File: src/rtl/game_pkg.sv
// Shared types and width helpers for the tank-arena match controller and
// the score overlay that reads its packed score bus.
package game_pkg;

    typedef enum logic [1:0] {
        MENU     = 2'd0,
        PLAYING  = 2'd1,
        CONTINUE = 2'd2,
        FINAL    = 2'd3
    } game_state_t;

    localparam int SCORE_BITS_DEF = 6;
    localparam int MAX_TARGET_DEF = 9;

    // Pause counter width; never narrower than one bit so a zero pause still has a flop.
    function automatic int pause_w(input int frames);
        int w;
        w = $clog2(frames + 1);
        return (w < 1) ? 1 : w;
    endfunction

    // One-hot renderer flags ordered {final, continue, playing, menu}.
    function automatic logic [3:0] state_flags(input game_state_t s);
        logic [3:0] f;
        case (s)
            MENU:     f = 4'b0001;
            PLAYING:  f = 4'b0010;
            CONTINUE: f = 4'b0100;
            FINAL:    f = 4'b1000;
            default:  f = 4'b0001;
        endcase
        return f;
    endfunction

endpackage

File: src/rtl/match_fsm_if.sv
// Button, hit and frame inputs plus renderer/overlay outputs of the match controller.
interface match_fsm_if #(
    parameter int NUM_PLAYERS = 2,
    parameter int SCORE_BITS  = 6
);
    logic                              start_i;
    logic                              sel_up_i;
    logic                              sel_down_i;
    logic [NUM_PLAYERS-1:0]            hit_i;
    logic                              frame_tick_i;
    logic                              is_menu_o;
    logic                              is_playing_o;
    logic                              is_continue_o;
    logic                              is_final_o;
    logic                              round_reset_o;
    logic [NUM_PLAYERS*SCORE_BITS-1:0] score_o;
    logic [SCORE_BITS-1:0]             target_o;
    logic [NUM_PLAYERS-1:0]            winner_o;

    modport slave (
        input  start_i, sel_up_i, sel_down_i, hit_i, frame_tick_i,
        output is_menu_o, is_playing_o, is_continue_o, is_final_o,
               round_reset_o, score_o, target_o, winner_o
    );

    modport master (
        output start_i, sel_up_i, sel_down_i, hit_i, frame_tick_i,
        input  is_menu_o, is_playing_o, is_continue_o, is_final_o,
               round_reset_o, score_o, target_o, winner_o
    );
endinterface

File: src/rtl/btn_edge.sv
// Registered rising-edge detector; history resets high so a button held
// through reset never produces a spurious press.
module btn_edge (
    input  logic clk,
    input  logic reset,
    input  logic level,
    output logic rise
);
    logic level_r;
    logic prev_r;

    // Sample the button and keep one cycle of history.
    always_ff @(posedge clk) begin
        if (reset) begin
            level_r <= 1'b1;
            prev_r  <= 1'b1;
        end else begin
            level_r <= level;
            prev_r  <= level_r;
        end
    end

    assign rise = level_r & ~prev_r;
endmodule

File: src/rtl/match_fsm.sv
// Match controller: menu target selection, per-player saturating scores,
// frame-counted pause between rounds and the round-reset strobe.
module match_fsm
    import game_pkg::*;
#(
    parameter int NUM_PLAYERS    = 2,
    parameter int SCORE_BITS     = SCORE_BITS_DEF,
    parameter int MAX_TARGET     = MAX_TARGET_DEF,
    parameter int DEFAULT_TARGET = 5,
    parameter int PAUSE_FRAMES   = 120
) (
    input  logic         clk_i,
    input  logic         reset_i,
    match_fsm_if.slave   bus
);
    localparam int PW = pause_w(PAUSE_FRAMES);

    logic start_rise_s;
    logic up_rise_s;
    logic down_rise_s;

    game_state_t                            state_r, state_s;
    logic [NUM_PLAYERS-1:0][SCORE_BITS-1:0] score_r, score_s;
    logic [SCORE_BITS-1:0]                  target_r, target_s;
    logic [PW-1:0]                          pause_r, pause_s;
    logic [NUM_PLAYERS-1:0]                 winner_r, winner_s, reached_s;
    logic                                   any_reach_s;
    logic                                   round_reset_r, round_reset_s;
    logic [3:0]                             flags_r;

    btn_edge u_start (.clk(clk_i), .reset(reset_i), .level(bus.start_i),    .rise(start_rise_s));
    btn_edge u_up    (.clk(clk_i), .reset(reset_i), .level(bus.sel_up_i),   .rise(up_rise_s));
    btn_edge u_down  (.clk(clk_i), .reset(reset_i), .level(bus.sel_down_i), .rise(down_rise_s));

    // Next-state, score, target and pause logic.
    always_comb begin
        state_s     = state_r;
        score_s     = score_r;
        target_s    = target_r;
        pause_s     = pause_r;
        any_reach_s = 1'b0;
        case (state_r)
            MENU: begin
                if (start_rise_s) begin
                    score_s = '0;
                    state_s = PLAYING;
                end else if (up_rise_s && !down_rise_s) begin
                    if (target_r != SCORE_BITS'(MAX_TARGET)) target_s = target_r + SCORE_BITS'(1);
                    else                                     target_s = target_r;
                end else if (down_rise_s && !up_rise_s) begin
                    if (target_r > SCORE_BITS'(1)) target_s = target_r - SCORE_BITS'(1);
                    else                           target_s = target_r;
                end else begin
                    target_s = target_r;
                end
            end
            PLAYING: begin
                if (|bus.hit_i) begin
                    for (int k = 0; k < NUM_PLAYERS; k++) begin
                        if (bus.hit_i[k] && (score_r[k] != {SCORE_BITS{1'b1}}))
                            score_s[k] = score_r[k] + SCORE_BITS'(1);
                        else
                            score_s[k] = score_r[k];
                        any_reach_s = any_reach_s | (score_s[k] >= target_r);
                    end
                    if (any_reach_s) begin
                        state_s = FINAL;
                    end else begin
                        state_s = CONTINUE;
                        pause_s = PW'(PAUSE_FRAMES);
                    end
                end else begin
                    state_s = PLAYING;
                end
            end
            CONTINUE: begin
                // A skip press beats a frame tick landing in the same cycle.
                if (start_rise_s || (pause_r == PW'(0))) state_s = PLAYING;
                else if (bus.frame_tick_i)                pause_s = pause_r - PW'(1);
                else                                      pause_s = pause_r;
            end
            FINAL: begin
                if (start_rise_s) state_s = MENU;
                else              state_s = FINAL;
            end
            default: state_s = MENU;
        endcase

        for (int k = 0; k < NUM_PLAYERS; k++) begin
            reached_s[k] = (score_s[k] >= target_r);
        end
        winner_s      = (state_s == FINAL) ? reached_s : '0;
        round_reset_s = (state_s == MENU) || (state_s == FINAL) ||
                        ((state_s == PLAYING) && (state_r != PLAYING));
    end

    // State and output registers.
    always_ff @(posedge clk_i) begin
        if (reset_i) begin
            state_r       <= MENU;
            score_r       <= '0;
            target_r      <= SCORE_BITS'(DEFAULT_TARGET);
            pause_r       <= '0;
            winner_r      <= '0;
            round_reset_r <= 1'b1;
            flags_r       <= 4'b0001;
        end else begin
            state_r       <= state_s;
            score_r       <= score_s;
            target_r      <= target_s;
            pause_r       <= pause_s;
            winner_r      <= winner_s;
            round_reset_r <= round_reset_s;
            flags_r       <= state_flags(state_s);
        end
    end

    assign bus.is_menu_o     = flags_r[0];
    assign bus.is_playing_o  = flags_r[1];
    assign bus.is_continue_o = flags_r[2];
    assign bus.is_final_o    = flags_r[3];
    assign bus.round_reset_o = round_reset_r;
    assign bus.score_o       = score_r;
    assign bus.target_o      = target_r;
    assign bus.winner_o      = winner_r;
endmodule

File: src/flat_wrapper.sv
// flat-port wrapper written by rule: the top's interface ports become plain ports
module match_fsm_flat import game_pkg::*;
#(
    parameter int NUM_PLAYERS    = 2,
    parameter int SCORE_BITS     = SCORE_BITS_DEF,
    parameter int MAX_TARGET     = MAX_TARGET_DEF,
    parameter int DEFAULT_TARGET = 5,
    parameter int PAUSE_FRAMES   = 120
)
  (clk_i, reset_i, bus_start_i, bus_sel_up_i, bus_sel_down_i, bus_hit_i, bus_frame_tick_i, bus_is_menu_o, bus_is_playing_o, bus_is_continue_o, bus_is_final_o, bus_round_reset_o, bus_score_o, bus_target_o, bus_winner_o);
  match_fsm_if #(.NUM_PLAYERS(NUM_PLAYERS), .SCORE_BITS(SCORE_BITS)) bus_i ();
  input  logic clk_i;
  input  logic reset_i;
  input wire logic [$bits(bus_i.start_i)-1:0] bus_start_i;
  input wire logic [$bits(bus_i.sel_up_i)-1:0] bus_sel_up_i;
  input wire logic [$bits(bus_i.sel_down_i)-1:0] bus_sel_down_i;
  input wire logic [$bits(bus_i.hit_i)-1:0] bus_hit_i;
  input wire logic [$bits(bus_i.frame_tick_i)-1:0] bus_frame_tick_i;
  output wire logic [$bits(bus_i.is_menu_o)-1:0] bus_is_menu_o;
  output wire logic [$bits(bus_i.is_playing_o)-1:0] bus_is_playing_o;
  output wire logic [$bits(bus_i.is_continue_o)-1:0] bus_is_continue_o;
  output wire logic [$bits(bus_i.is_final_o)-1:0] bus_is_final_o;
  output wire logic [$bits(bus_i.round_reset_o)-1:0] bus_round_reset_o;
  output wire logic [$bits(bus_i.score_o)-1:0] bus_score_o;
  output wire logic [$bits(bus_i.target_o)-1:0] bus_target_o;
  output wire logic [$bits(bus_i.winner_o)-1:0] bus_winner_o;
  assign bus_i.start_i = bus_start_i;
  assign bus_i.sel_up_i = bus_sel_up_i;
  assign bus_i.sel_down_i = bus_sel_down_i;
  assign bus_i.hit_i = bus_hit_i;
  assign bus_i.frame_tick_i = bus_frame_tick_i;
  assign bus_is_menu_o = bus_i.is_menu_o;
  assign bus_is_playing_o = bus_i.is_playing_o;
  assign bus_is_continue_o = bus_i.is_continue_o;
  assign bus_is_final_o = bus_i.is_final_o;
  assign bus_round_reset_o = bus_i.round_reset_o;
  assign bus_score_o = bus_i.score_o;
  assign bus_target_o = bus_i.target_o;
  assign bus_winner_o = bus_i.winner_o;
  match_fsm #(.NUM_PLAYERS(NUM_PLAYERS), .SCORE_BITS(SCORE_BITS), .MAX_TARGET(MAX_TARGET), .DEFAULT_TARGET(DEFAULT_TARGET), .PAUSE_FRAMES(PAUSE_FRAMES)) u_core (.clk_i(clk_i), .reset_i(reset_i), .bus(bus_i));
endmodule
File: config.mk
export PLATFORM = sky130hd
export DESIGN_NAME = match_fsm_flat
export DESIGN_NICKNAME = d
export VERILOG_FILES = /design/src/rtl/game_pkg.sv /design/src/rtl/match_fsm_if.sv /design/src/rtl/btn_edge.sv /design/src/rtl/match_fsm.sv /design/src/flat_wrapper.sv
export SDC_FILE = /design/constraint.sdc
export NUM_CORES = 1
export LEC_CHECK = 0
export ABC_AREA = 1
export ABC_CLOCK_PERIOD_IN_PS = 7250
export CAP_MARGIN = 20
export CORE_ASPECT_RATIO = 1.75
export CORE_MARGIN = 4
export CORE_UTILIZATION = 35
export DETAILED_ROUTE_END_ITERATION = 10
export GPL_ROUTABILITY_DRIVEN = 0
export SYNTH_ARGS = -nofsm -noshare
export SYNTH_HDL_FRONTEND = slang
export SYNTH_HIERARCHICAL = 1
export SYNTH_SLANG_ARGS = --single-unit
File: constraint.sdc
create_clock -name clk_i -period 7.25 [get_ports clk_i]
set_input_delay 1.0875 -clock clk_i [delete_from_list [all_inputs] [get_ports clk_i]]
set_output_delay 1.0875 -clock clk_i [all_outputs]
set_load 0.01 [all_outputs]
## After elaboration in Yosys (flattened, before gate mapping)

Cells that the tools add are included.

- Output and inout port bits: 25
- Bits in writable memories: 0
- ROM bits: 0
- Flip-flop bits (word level): 40
- Input bits: 8
- Bits in latches: 0
- Memories kept: 0

- Order comparisons: 5
- Reductions and logical operators: 20
- Div/mod/pow operators: 0
- Mux-type cells: 25
- Equality and inequality tests: 15
- Bitwise operators: 9
- Shift-type cells: 0
- $add $sub $neg: 5
- Multipliers: 0

Operators with widths:

| cell | number |
|---|---|
| 6-bit 2-to-1 mux | 10 |
| 7-bit 2-to-1 mux | 4 |
| 6-bit greater-or-equal comparator | 4 |
| 12-bit 2-to-1 mux | 2 |
| 12-bit case mux with 2 select lines | 1 |
| 6-bit by 1-bit adder with 6-bit output, second input constant | 3 |
| 4-bit case mux with 4 select lines | 1 |
| 7-bit case mux with 2 select lines | 1 |
| 6-bit != test, second input constant | 2 |
| 5-bit AND reduction | 2 |
| 2-bit == test, second input constant | 4 |
| 2-bit 2-to-1 mux | 4 |
| 2-bit != test, second input constant | 4 |
| 2-bit case mux with 4 select lines | 1 |
| 7-bit zero test | 1 |
| 7-bit by 1-bit subtractor with 7-bit output, second input constant | 1 |
| 6-bit by 1-bit greater-than comparator with 1-bit output, second input constant | 1 |
| 6-bit by 4-bit != test with 1-bit output, second input constant | 1 |
| 2-bit nonzero test | 3 |
| 6-bit by 1-bit subtractor with 6-bit output, second input constant | 1 |
| 1-bit logical AND | 5 |
| 1-bit inverter | 5 |
| 2-bit by 1-bit == test with 1-bit output, second input constant | 2 |
| 2-bit zero test | 2 |
| other kinds (7) | 14 |

## Longest topological paths before layout

- Depth after elaboration: 13
- Gate-level depth with buffers: 23

## By module

The synthesis kept the hierarchy.

By module, submodules not included:

| module | seq. area each (sq um) | cells an instance | times used | area an instance (sq um) |
|---|---|---|---|---|
| match_fsm | 680.7 | 383 | 1 | 2,565.0 |
| btn_edge | 40.0 | 8 | 3 | 65.1 |

## Worst setup path before layout

Ideal clock, no wire load.

- Path kind: input-to-reg
- Start: input bus_hit_i[1]
- End: register u_core.round_reset_r, in the netlist u_core/bus.round_reset_o
- Slack: 4.104 ns
- Data arrival time: 3.032 ns
- Stages on the path: 18
- Setup time: 0.114 ns
- Path through: inv_1 a31oi_2 buf_6 or2_0 and2_1 ha_1 nand2_1 nand2_1 nor2_1 nand3_1 nor2_1 nand2_1 nand2_1 nand3_1 ha_1 inv_1 nor2_1 nand2_1

- Longest elaborated chain between the ends: 12
- Elaborated cells on any way between the ends: 16
- Those cells by class: order compare: 1; eq/ne: 2; mux: 6; bitwise: 1; reduce/logical: 6

RTL lines:

| what | line | source |
|---|---|---|
| start, declared | flat_wrapper.sv:17 | `input wire logic [$bits(bus_i.hit_i)-1:0] bus_hit_i;` |
| 1-bit logical AND | match_fsm.sv:60 | `if (bus.hit_i[k] && (score_r[k] != {SCORE_BITS{1'b1}}))` |
| 6-bit 2-to-1 mux | match_fsm.sv:60 |  |
| 6-bit 2-to-1 mux | match_fsm.sv:58 | `if (\|bus.hit_i) begin` |
| 6-bit 2-to-1 mux | match_fsm.sv:42 | `case (state_r)` |
| 6-bit greater-or-equal comparator | match_fsm.sv:64 | `any_reach_s = any_reach_s \| (score_s[k] >= target_r);` |
| 1-bit bitwise OR | match_fsm.sv:64 |  |
| 1-bit 2-to-1 mux | match_fsm.sv:66 | `if (any_reach_s) begin` |
| 2-bit 2-to-1 mux * | match_fsm.sv:58 |  |
| 2-bit case mux with 4 select lines * | match_fsm.sv:42 |  |
| named net u_core.state_s[0] | match_fsm.sv:22 | `game_state_t state_r, state_s;` |
| 2-bit == test, or another cell as far along | match_fsm.sv:93 | `round_reset_s = (state_s == MENU) \|\| (state_s == FINAL) \|\|` |
| 1-bit logical OR / 1-bit logical AND (equally long branches) | match_fsm.sv:93, match_fsm.sv:94 |  |
| 1-bit logical OR * | match_fsm.sv:93 |  |
| end signal, assigned | match_fsm.sv:113 | `round_reset_r <= round_reset_s;` |
| end, declared | match_fsm.sv:28 | `logic round_reset_r, round_reset_s;` |

The timed path passes the listed nets; every way through them passes the cells marked *. The select of a mux whose other input is x is not followed.
A chain may end at the register's enable or synchronous reset.

## Final worst setup path

Same ends and word-level chain as after synthesis.

==> results.md <==
- Outcome: finished clean
- Maximum Capacitance Violations: 0
- Total wire length: ~6500 um
- Post-CTS setup buffer count: 0
- Setup TNS: 0 ns
- Hold crit path type: flip-flop to flip-flop
- Final ANT Viol Nets: 0
- Crit path DAT: 4.16 ns
- Max IR drop VDD: 0.1137 mV
- CP Class: input pin to flip-flop
- Gr usage total: 15.23%
- Final slew viol count: 0
- Worst-case clock buffer depth: 2
- Crit path launch: bus_hit_i[1]
- Post-layout min period: 3.985 ns
- DRT iter0 DRCs: 101
- Largest net degree at the start of global routing: 30
- Worst path most repeated cell: nand2_1
- Syn Area/Cell: 6.782 sq um
- Post-CTS Resized: 0
- Final net count: 484
- Slowest CP cell: clkdlybuf4s50_1
- Port Buffer Count: 32
- Slew headroom: 65.43%
- Root buf cell: clkbuf_16
- Power Density: roughly 190 nW/um^2
- Largest stage delay, worst path: 0.45 ns
- Critical-path cell list: clkdlybuf4s50_1 > inv_1 > a31oi_2 > nand2_1 > and2_1 > ha_1 > nand2_1 > nand2_1 > nor2_1 > nand3_1 > nor2_1 > nand2_1 > nand2_1 > nand3_1 > ha_1 > inv_1 > nor2_1 > nand2_1
- Ratio of final minimum period to clock period: 54.96%
- Final Hold Fails: 0
- First-pass GRT wire length: 11310 um
- Via/cell ratio: 4.776
- CTS tree: done
- Final setup fails: 0
- Primary FF master, synth: dfxtp_1
- Worst-Margin Slew: 0.5169 ns
- Cts bufs inserted: 5
- Max FO, Critical Path: 11
- Die height: 125.5 um
- Critical path buffers and inverters: 3
- Die X: roughly 75 um
- H-Tree Depth: 2
- Post-Layout Inst Area: 3336 sq um
- Synth top area share: between 20% and 30%
- RSZ-0062 raised after global routing: no
- Sink Count: 40
- Cell Area, Synth: between 2000 and 3000 sq um
- Hold buffers post-CTS: 0
- Core area: 7620 sq um
- Synth Register Bits: 40
- Crit end category: flip-flop
- Inserted Diodes: 0
- Vias in the first global route: approximately 2600
- Die area: 9427 sq um
- Ports: 33
- Startpoint types: input pin
- Synth top area cells: dfxtp_1, ha_1, nand2_1, inv_1, nand3_1
- Critical path's top delay family: simple AND/OR/NAND/NOR gates
- Commonest non-fill, non-tap cell in the layout: nand2_1
- Worst setup margin: 3.265 ns
- Syn-to-layout area delta: 20.85%
- Hold path startpoint: u_core/u_up/level_r
- Avg WL per Cell: 12.27 um
- Post-synthesis sequential area ratio: between 20% and 30%
- Reg2reg start: u_core/bus.score_o[6]
- Num rows: 42
- Leak: 1.532 nW
- Post-DP HPWL: 5146 um
- Ys async rst share: 0%
- DRC Markers: 0
- Post-Syn Instances: 407
- Initial Util: 36.22%
- Initial antenna violation count: 0
- EDFF count, synth: 0
- Grt total ovfl: 0
- Max Freq: 250.9 MHz
- Hold Slack: 0.4295 ns
- Placed standard-cell area: 3164 sq um
- Final Skew: 0.006499 ns
- Drt first pass iters: 6
- DR vias: between 2000 and 3000
- Netlist cell types: 35
- Dpl ws: 2.987 ns
- Synth warnings: 6
- Tot Pwr: 0.0006189 W
- Post-Synthesis Net Count: roughly 450
- CP required: 7.43 ns
- Most frequent cells in the layout: nand2_1, inv_1, dfxtp_1
- Worst-skew pair later-pin latency: 0.29 ns
- Worst-path clk slew: 0.06 ns
- Share of layout cells above drive strength 1: 6.772%
- Largest area contributor in the netlist: dfxtp_1
==> kinds of logic after synthesis <==
group	after synthesis	share of synthesized area, %
buffers and inverters	67	9.655
xor gates and xnor gates	9	2.856
AOI/OAI and AO/OA	53	10.97
DFF	40	29.01
and+or+nand+nor	204	32.10
adders and majority gates	34	15.41
==> where the power goes <==
| part | switching (W) | total [W] | internal (W) |
|---|---|---|---|
| Combinational | 0.0000704 | 0.000118 | 0.0000477 |
| Clock | 0.0000961 | 0.000260 | 0.000164 |
| Sequential | 0.0000105 | 0.000241 | 0.000231 |
==> tightest hold or removal path, cell delays in order, from the launching register on <==
cell	delay, ns
dfxtp_1	0.30
inv_1	0.05
nand2_1	0.05
==> area by class of cell <==
class	instances	area [sq um]
clock buffer	5	125.1
clock inverter	3	46.29
fill	792	4284
inverter	62	232.7
multi-input combinational	300	1693
sequential	40	800.8
tap	88	110.1
timing repair buffer	33	327.8
==> synth_stat cells, types with 2 or more instances <==
library cell  count
xor2_1            2
o21ai_0          13
dfxtp_1          40
ha_1             34
nand3_1          29
nand2_2           4
clkbuf_1          3
nor3_1            8
a21oi_1          26
clkinv_1          2
o211ai_1          3
nor2_2            6
inv_2             4
xnor2_1           7
inv_1            56
buf_6             2
nor2_1           32
nand2_1         112
o21ai_1           4
nand4_1           5
==> state kept, by name, summed over array words and instances (netlist names), 2 cells and up <==
name and cells:
u_core/bus.target_o 6, u_core/state_r 2, u_core/pause_r 7, u_core/bus.winner_o 2, u_core/bus.score_o 12, u_core/flags_r 4
==> metrics by stage <==
stage,utilization (%),cells
after floorplan,-,407
after global placement,41.53,523
after detailed placement,41.53,523
after CTS,43.78,531
after global routing,43.78,531
final,43.78,531
==> path summary, 6_finish.rpt <==
| kind | cells past startpoint | slack, ns | to |
|---|---|---|---|
| max | 18 | 3.27 | u_core/bus.round_reset_o |
| min | 2 | 0.43 | u_core/u_up/prev_r |
| max reg2reg | 19 | 3.73 | u_core/bus.round_reset_o |
| min reg2reg | 2 | 0.43 | u_core/u_up/prev_r |
==> per-layer routing <==
| layer | up-vias | global-route usage (%) | wire, um |
|---|---|---|---|
| li1 | 1370 | - | - |
| met1 | 1123 | 15.14 | 2525 |
| met2 | 31 | 29.24 | 3645 |
| met3 | 12 | 2.088 | 135 |
| met4 | 0 | 6.900 | 211 |
| met5 | - | 0 | 0 |
Power figures use the tool's default switching activity.
==> edit (same flow settings) <==
`NUM_PLAYERS` is set to 2 in 3 places; all go to 4.
--- a/src/rtl/match_fsm_if.sv
+++ b/src/rtl/match_fsm_if.sv
@@ -1,6 +1,6 @@
 // Button, hit and frame inputs plus renderer/overlay outputs of the match controller.
 interface match_fsm_if #(
-    parameter int NUM_PLAYERS = 2,
+    parameter int NUM_PLAYERS = 4,
     parameter int SCORE_BITS  = 6
 );
     logic                              start_i;
--- a/src/rtl/match_fsm.sv
+++ b/src/rtl/match_fsm.sv
@@ -3,7 +3,7 @@
 module match_fsm
     import game_pkg::*;
 #(
-    parameter int NUM_PLAYERS    = 2,
+    parameter int NUM_PLAYERS    = 4,
     parameter int SCORE_BITS     = SCORE_BITS_DEF,
     parameter int MAX_TARGET     = MAX_TARGET_DEF,
     parameter int DEFAULT_TARGET = 5,
--- a/src/flat_wrapper.sv
+++ b/src/flat_wrapper.sv
@@ -1,7 +1,7 @@
 // flat-port wrapper written by rule: the top's interface ports become plain ports
 module match_fsm_flat import game_pkg::*;
 #(
-    parameter int NUM_PLAYERS    = 2,
+    parameter int NUM_PLAYERS    = 4,
     parameter int SCORE_BITS     = SCORE_BITS_DEF,
     parameter int MAX_TARGET     = MAX_TARGET_DEF,
     parameter int DEFAULT_TARGET = 5,
Ports: changed (resized bus_hit_i, bus_score_o and bus_winner_o); port bits go from 33 to 49. The function was not compared with the original's and may differ.
==> edit against the unedited design <==
Final area increased by 47%; clock power shrank 7%; wire length up 65%; synthesized area up 51%; count of clock-buffer cells in the layout up 1; sequential cell count rose by 14; total power increased by 25%; worst setup slack gained 0.30 ns; die area rose by 46%; non-clock buffer count increased by 16; combinational power increased by 77%; critical path type unchanged.
==> edit: results (changes against the unedited design) <==
largest net degree at the start of global routing 41 (+37%); power share of the combinational group 27.0% (+7.9 points); internal power 0.520 mW (+18%); reg2reg start u_core/bus.score_o[0]$_SDFF_PP0_; VDD IR max 124 uV (+9.1%); Detailed Place HPWL 8.32 mm (+62%); Hold Slack 0.431 ns (+0.00191 ns); Post-Synth Adder-Cell Area 18.0% (+2.6 points); non-filler instance count after layout 774 (+46%); Multi-input gate area 0.00271 mm2 (+60%); post-synthesis mux area share 0.540% (+0.54 points); Seq pwr share 42.0% (+3.0 points); GRT Util Overall 16.1% (+0.83 points); top cells by count, synth nand2_1, inv_1, ha_1; Compound-Gate Fraction of Synth Area 11.2% (+0.25 points); Synth Instances 591 (+45%); Placed Instances 766 (+46%); outcome complete, no violations; Worst EP arrival 3.87 ns (-0.29 ns); max FFs per register 24 (+12); hold path endpoint u_core/u_down/prev_r$_SDFF_PP1_; PortBufs 48 (+50%); crit path launch bus_hit_i[0]; Setup Skew 0.00745 ns (+0.000949 ns); number of vias in the routed layout 3,823 (+51%); Post-Synth XOR/XNOR Area 4.38% (+1.5 points); Leak 2.33 nW (+52%); Worst-Margin Slew 0.676 ns (+0.159 ns); drt pass-1 iters 5 (-1); # fillers 1,232 (+56%); reg2reg setup slack 3.90 ns (+0.17 ns); Reg2Reg Depth 21 (+2); syn_nets 661 (+47%); ranking of synthesized cells by area dfxtp_1, ha_1, nand2_1; pre-CTS setup slack 3.25 ns (+0.261 ns); Mapped Area 0.00417 mm2 (+51%); Final period util 50.8% (-4.2 points); sequential area share after synthesis 25.9% (-3.1 points); Initial DRC Count 126 (+25%); vias in the first global route 4,022 (+57%); fraction of registers with async set/reset 0% (unchanged); layout cells sized above 1 9.70% (+2.9 points); critical path's largest stage delay 0.49 ns (+0.04 ns); nets 708 (+46%); HP Start u_core/u_down/level_r$_SDFF_PP1_; DR WL/cell 13.9 um (+13%); area post-placement 0.00477 mm2 (+51%); Synth warnings 6 (unchanged); first-pass GRT wire length 18.2 mm (+61%)
-- edit: logic make-up (layout without fill, tap and decap cells) --
family	Yosys count	count (layout)
adders and majority gates	60	60
buffers and inverters	93	141
xor gates and xnor gates	20	20
and+or+nand+nor	281	281
AOI/OAI and AO/OA	81	81
DFF	54	54
muxes	2	2
-- edit: per-layer routing --
layer | vias up | global-route usage [%] | share of wire, %
met1 | 1723 | 16.1 | 38
met2 | 80 | 31.9 | 56
met4 | 0 | 6.79 | 2.8
met3 | 22 | 2.22 | 3.1
li1 | 1998 | - | -
met5 | - | 0 | 0
-- edit: area by class of cell --
cell class | instances | area share, %
multi-input cells | 444 | 55.3
repair buffers | 49 | 9.94
inverters | 84 | 6.42
flip-flops and latches | 54 | 22.0
well taps | 135 | 3.44
clock inverters | 2 | 0.280
clock buffers | 6 | 2.62
